**config.mk**
```make
export PLATFORM = sky130hd
export DESIGN_NAME = reset_sequencer
export DESIGN_NICKNAME = d
export VERILOG_FILES = /design/src/rtl/reset_sequencer.sv
export SDC_FILE = /design/constraint.sdc
export NUM_CORES = 1
export LEC_CHECK = 0
export ABC_AREA = 1
export ABC_CLOCK_PERIOD_IN_PS = 1400
export BUFFER_PORTS_ARGS = -buffer_cell sky130_fd_sc_hd__buf_2
export CELL_PAD_IN_SITES_DETAIL_PLACEMENT = 0
export CELL_PAD_IN_SITES_GLOBAL_PLACEMENT = 1
export CORE_AREA = 2 2 59 61
export CTS_CLUSTER_DIAMETER = 200
export DETAILED_ROUTE_END_ITERATION = 10
export DIE_AREA = 0 0 61 63
export HOLD_SLACK_MARGIN = 0.08
export PLACE_DENSITY = 0.64
export SLEW_MARGIN = 20
export SYNTH_ARGS = -nofsm -noshare
export SYNTH_HDL_FRONTEND = slang
export SYNTH_SLANG_ARGS = --single-unit
export TNS_END_PERCENT = 100
```
**constraint.sdc**
```tcl
create_clock -name clk -period 1.4 [get_ports clk]
set_input_delay 0.28 -clock clk [delete_from_list [all_inputs] [get_ports clk]]
set_output_delay 0.28 -clock clk [all_outputs]
set_load 0.02 [all_outputs]
```
**src/rtl/reset_sequencer.sv**
```systemverilog
// reset_sequencer
//   Reset generator for the FPGA top level. Holds every reset domain asserted
//   for HOLD_CYCLES after a reset event, then releases the domains in index
//   order with STAGGER_CYCLES between each release. Reset events are: the
//   global synchronous reset, a debounced press of the board button, and a
//   CPU soft-reset request (honoured only once the sequence has finished).
//
// Ports
//   clk           system clock, posedge
//   reset         synchronous active-high global reset
//   ext_rst_n     asynchronous active-low board button
//   soft_rst_req  single-cycle CPU soft-reset request
//   rst_out       per-domain active-high reset, registered
//   seq_done      high once every domain is released, registered
//   rst_cause     last reset cause: 0 POR/global, 1 button, 2 soft request
module reset_sequencer #(
    parameter int NUM_DOMAINS     = 3,
    parameter int HOLD_CYCLES     = 16,
    parameter int STAGGER_CYCLES  = 4,
    parameter int DEBOUNCE_CYCLES = 8
) (
    input  logic                   clk,
    input  logic                   reset,
    input  logic                   ext_rst_n,
    input  logic                   soft_rst_req,
    output logic [NUM_DOMAINS-1:0] rst_out,
    output logic                   seq_done,
    output logic [1:0]             rst_cause
);

    localparam int MAX_HS  = (HOLD_CYCLES > STAGGER_CYCLES) ? HOLD_CYCLES : STAGGER_CYCLES;
    localparam int MAX_ALL = (MAX_HS > DEBOUNCE_CYCLES) ? MAX_HS : DEBOUNCE_CYCLES;
    localparam int CW      = $clog2(MAX_ALL + 1);

    localparam logic [NUM_DOMAINS-1:0] ALL_ONES = '1;

    localparam logic [1:0] CAUSE_POR  = 2'd0;
    localparam logic [1:0] CAUSE_BTN  = 2'd1;
    localparam logic [1:0] CAUSE_SOFT = 2'd2;

    typedef enum logic [1:0] {
        S_HOLD    = 2'd0,
        S_RELEASE = 2'd1,
        S_RUN     = 2'd2
    } state_t;

    // Power-up values match reset values so the block sequences even when
    // reset is never asserted.
    logic          sync1     = 1'b1;
    logic          sync2     = 1'b1;
    logic          deb_level = 1'b1;
    logic [CW-1:0] deb_cnt   = '0;
    logic          ext_evt   = 1'b0;

    state_t        state     = S_HOLD;
    logic [CW-1:0] cnt       = '0;

    initial_values_unused_guard : assert property (@(posedge clk) 1'b1);

    state_t                 state_d;
    logic [CW-1:0]          cnt_d;
    logic [NUM_DOMAINS-1:0] rst_d;
    logic                   done_d;
    logic [1:0]             cause_d;
    logic [NUM_DOMAINS-1:0] rel_next;

    // ---------------- button synchroniser + debouncer ----------------
    always_ff @(posedge clk) begin
        if (reset) begin
            sync1 <= 1'b1;
            sync2 <= 1'b1;
        end else begin
            sync1 <= ext_rst_n;
            sync2 <= sync1;
        end
    end

    // Counts consecutive samples that disagree with the accepted level; any
    // agreeing sample restarts the count. ext_evt is registered together with
    // the level so it pulses in the first cycle the level reads low.
    always_ff @(posedge clk) begin
        if (reset) begin
            deb_level <= 1'b1;
            deb_cnt   <= '0;
            ext_evt   <= 1'b0;
        end else begin
            ext_evt <= 1'b0;
            if (sync2 != deb_level) begin
                if (deb_cnt == CW'(DEBOUNCE_CYCLES - 1)) begin
                    deb_level <= sync2;
                    deb_cnt   <= '0;
                    ext_evt   <= ~sync2;
                end else begin
                    deb_cnt <= deb_cnt + CW'(1);
                end
            end else begin
                deb_cnt <= '0;
            end
        end
    end

    // ---------------- sequencing FSM ----------------
    always_ff @(posedge clk) begin
        if (reset) begin
            state     <= S_HOLD;
            cnt       <= '0;
            rst_out   <= ALL_ONES;
            seq_done  <= 1'b0;
            rst_cause <= CAUSE_POR;
        end else begin
            state     <= state_d;
            cnt       <= cnt_d;
            rst_out   <= rst_d;
            seq_done  <= done_d;
            rst_cause <= cause_d;
        end
    end

    always_comb begin
        state_d  = state;
        cnt_d    = cnt;
        rst_d    = rst_out;
        done_d   = seq_done;
        cause_d  = rst_cause;
        // Releasing a domain shifts a zero in from the bottom, so domain 0
        // drops first and the vector is empty once the last one drops.
        rel_next = (state == S_HOLD) ? (ALL_ONES << 1) : (rst_out << 1);

        case (state)
            S_HOLD: begin
                rst_d  = ALL_ONES;
                done_d = 1'b0;
                if (!deb_level) begin
                    cnt_d = '0;          // button still held: hold time not started
                end else if (cnt == CW'(HOLD_CYCLES - 1)) begin
                    cnt_d = '0;
                    rst_d = rel_next;
                    if (rel_next == '0) begin
                        state_d = S_RUN;  // single-domain build
                        done_d  = 1'b1;
                    end else begin
                        state_d = S_RELEASE;
                    end
                end else begin
                    cnt_d = cnt + CW'(1);
                end
            end
            S_RELEASE: begin
                if (cnt == CW'(STAGGER_CYCLES - 1)) begin
                    cnt_d = '0;
                    rst_d = rel_next;
                    if (rel_next == '0) begin
                        state_d = S_RUN;
                        done_d  = 1'b1;
                    end
                end else begin
                    cnt_d = cnt + CW'(1);
                end
            end
            S_RUN: begin
                cnt_d  = '0;
                rst_d  = '0;
                done_d = 1'b1;
            end
            default: begin
                state_d = S_HOLD;
                cnt_d   = '0;
                rst_d   = ALL_ONES;
                done_d  = 1'b0;
            end
        endcase

        // Button beats soft request; soft request only counts once running.
        if (ext_evt) begin
            state_d = S_HOLD;
            cnt_d   = '0;
            rst_d   = ALL_ONES;
            done_d  = 1'b0;
            cause_d = CAUSE_BTN;
        end else if (soft_rst_req && state == S_RUN) begin
            state_d = S_HOLD;
            cnt_d   = '0;
            rst_d   = ALL_ONES;
            done_d  = 1'b0;
            cause_d = CAUSE_SOFT;
        end
    end

endmodule

```
==> run_results.csv <==
group,metric,value,unit
worst_setup_path,cp_max_fo,3,
grt,grt_pass1_vias,792,
routing,drc,0,
routing,firstDrtPassIters,4,
place,dp_slack,-0.0441,ns
die,die_h,63,um
die,core-area,3230,um2
synth,synth.most_common_cell,"dfxtp_1",
routing,drt_wl_total,2.01,mm
grt,grt_overflow_total,0,
layout,fillers,339,
synth,ys_async_sr_fraction,0,%
synth,synth.top_cell.area_share,42.3,%
routing,viasPerCell,4.37,
worst_setup_path,crit_path_cell_trace,"inv_2 > ha_4 > nor2_4 > nand2_1 > nand2_2 > nand2_1 > nor2_1 > nand3_1 > nand2_1 > nor2_1",
layout,num_antenna_cells,0,
sta,finalSetupTns,0,ns
power,powerDensity,1830,nW/um2
sta,worstMarginPinSlew,0.230,ns
clock_tree,cts_made_buffers,3,
sta,skew,0.00418,ns
worst_setup_path,crit_path_start,"state[1]",
run_status,status,"completed",
clock_tree,cts_sinks,22,
worst_setup_path,r2r-start,"state[1]",
place,gp_congestion,0.777,
sta,fin_crit,1.30,ns
clock_tree,cts_max_level,1,
grt,grt_first_pass_wirelength,3.36,mm
synth,synth_commonest_cells,"dfxtp_1, nand2_1, nor2_1",
min_path,holdCritPathClass,"in2reg",
synth,ys_types,23,
worst_setup_path,cp-end-kind,"flip-flop",
clock_tree,cts_buffer_depth,2,
grt,grt_max_degree,13,
routing,via_count,856,
worst_setup_path,start_kind,"flip-flop",
sta,max_freq,0.769,GHz
layout,area_growth,25.8,%
routing,wl_per_cell,10.2,um
place,dp_cells,190,
sta,finalWorstSetupSlack,0.0999,ns
die,die_w,61,um
clock_tree,path_clk_slew,0.12,ns
sta,relSlewSlack,84.5,%
die,dieArea,3840,um2
place,io_buffers,9,
layout,fin_util,40.5,%
synth,yosys_warnings,0,
grt,antenna_found_initial,0,
synth,yosys.area.top_type,"dfxtp_1",
synth,synth_seq_cells,22,
power,ir_worst_vdd,0.000572,V
synth,synthTopCellsByArea,"dfxtp_1, ha_1, nand2_1",
routing,drtIter0Drc,28,
die,io_pins,10,
synth,synth_edf_count,0,
clock_tree,hold_buffers,0,
run,cap_viol_max_count,0,
synth,synthCells,131,
sta,final_min_period_over_clock_period,92.9,%
grt,grtUsageTotal,11.8,%
worst_setup_path,slowest_delay,0.37,ns
die,num_rows,21,
worst_setup_path,required,1.60,ns
worst_setup_path,critPathKind,"reg2reg",
sta,rsz0062_at_grt,"yes",
power,p_leak,0.561,nW
clock_tree,cts_tree,"built",
layout,layout-drive-gt1-share,33.3,%
synth,seq_area_frac_synth,42.3,%
sta,hold_viol,0,
worst_setup_path,cp_slowest_cell,"dfxtp_2",
power,finalPower,2.39,mW
synth,synth.avg_cell_area,7.95,um2
routing,ant_nets,0,
die,start_util,32.2,%
sta,setup_viol,0,
sta,slew_violations,0,
place,dp_hpwl,1.52,mm
clock_tree,root_buffer,"clkbuf_4",
clock_tree,worstSkewPairLatency,0.30,ns
layout,stdcell_area,1310,um2
synth,synth_area,1040,um2
synth,ys.flop_type,"dfxtp_1",
synth,synth_nets,143,
layout,final_cells,196,
min_path,holdCritStartpoint,"ext_rst_n",
place,placed_cell_area,1170,um2
worst_setup_path,crit_arrival,1.50,ns
worst_setup_path,crit_top_cell,"nand2_1",
layout,finalNetCount,163,
sta,hold_ws,0.157,ns
==> layout by cell type, fill, tap and decap left out, types with 2 or more instances in the layout <==
| master | count |
|---|---|
| a21oi_1 | 2 |
| nand2_1 | 19 |
| clkbuf_4 | 3 |
| buf_4 | 6 |
| inv_1 | 13 |
| nor2_4 | 3 |
| o21ai_0 | 5 |
| nand3_1 | 11 |
| nand3_2 | 2 |
| nor2_2 | 2 |
| ha_1 | 4 |
| nand2_2 | 3 |
| dfxtp_2 | 5 |
| xor2_1 | 4 |
| nand3_4 | 2 |
| or2_2 | 2 |
| buf_2 | 9 |
| nor2_1 | 19 |
| dfxtp_1 | 17 |
| ha_4 | 2 |
| ha_2 | 2 |
| inv_2 | 4 |
| nand2_4 | 2 |
==> registers in the layout (all words and copies together) (netlist names) <==
| register | count |
|---|---|
| cnt | 5 |
| deb_cnt | 5 |
| deb_level | 1 |
| ext_evt | 1 |
| rst_cause | 2 |
| rst_out | 3 |
| seq_done | 1 |
| state | 2 |
| sync1 | 1 |
| sync2 | 1 |
==> logic make-up (layout without fill, tap and decap cells) <==
| logic type | Yosys count | after routing | synth area share [%] |
|---|---|---|---|
| AO/OA/AOI/OAI | 9 | 9 | 4.57 |
| XOR/XNOR | 5 | 5 | 4.21 |
| buffers and inverters | 17 | 36 | 6.13 |
| adder cells (fa/ha/maj) | 8 | 8 | 9.62 |
| AND/OR/NAND/NOR | 70 | 70 | 33.2 |
| flip-flops | 22 | 22 | 42.3 |
==> report_power, final <==
| group | internal [mW] | switching [mW] |
|---|---|---|
| combinational | 0.491 | 0.707 |
| sequential | 0.752 | 0.0992 |
| clock | 0.158 | 0.184 |
==> final timing paths <==
kind           endpoint  slack, ns  cells after the start
max            state[0]        0.1                     10
min reg2reg  deb_cnt[0]       0.42                      1
max reg2reg    state[0]        0.1                     10
min               sync1       0.16                      2
==> per-layer routing <==
metal | vias to the layer above | share of wire [%] | track usage, %
met5 | - | 0 | 0
met4 | 0 | 1.8 | 4.89
met3 | 4 | 2.4 | 3.11
met2 | 8 | 51 | 19.8
met1 | 386 | 44 | 13.7
li1 | 458 | - | -
==> cell type report <==
cell class | instances | area (um2) | area share, %
multi-input cells | 92 | 616 | 47.0
flip-flops and latches | 22 | 447 | 34.1
repair buffers | 15 | 90.1 | 6.88
inverters | 17 | 63.8 | 4.87
well taps | 46 | 57.6 | 4.39
clock buffers | 4 | 36.3 | 2.77
==> timing repair <==
item	4_1_cts	5_1_grt
pin swaps	1	1
resized for setup	3	22
setup buffers	1	1
endpoints found under the setup margin	2	16
==> critical path, delay by kind of cell (launching register included) <==
| family | cells | cell delay [ns] |
|---|---|---|
| and+or+nand+nor | 8 | 0.59 |
| DFF | 1 | 0.37 |
| adders and majority gates | 1 | 0.17 |
| buffers and inverters | 1 | 0.06 |
Note: power is estimated with default switching activity, not from simulation.
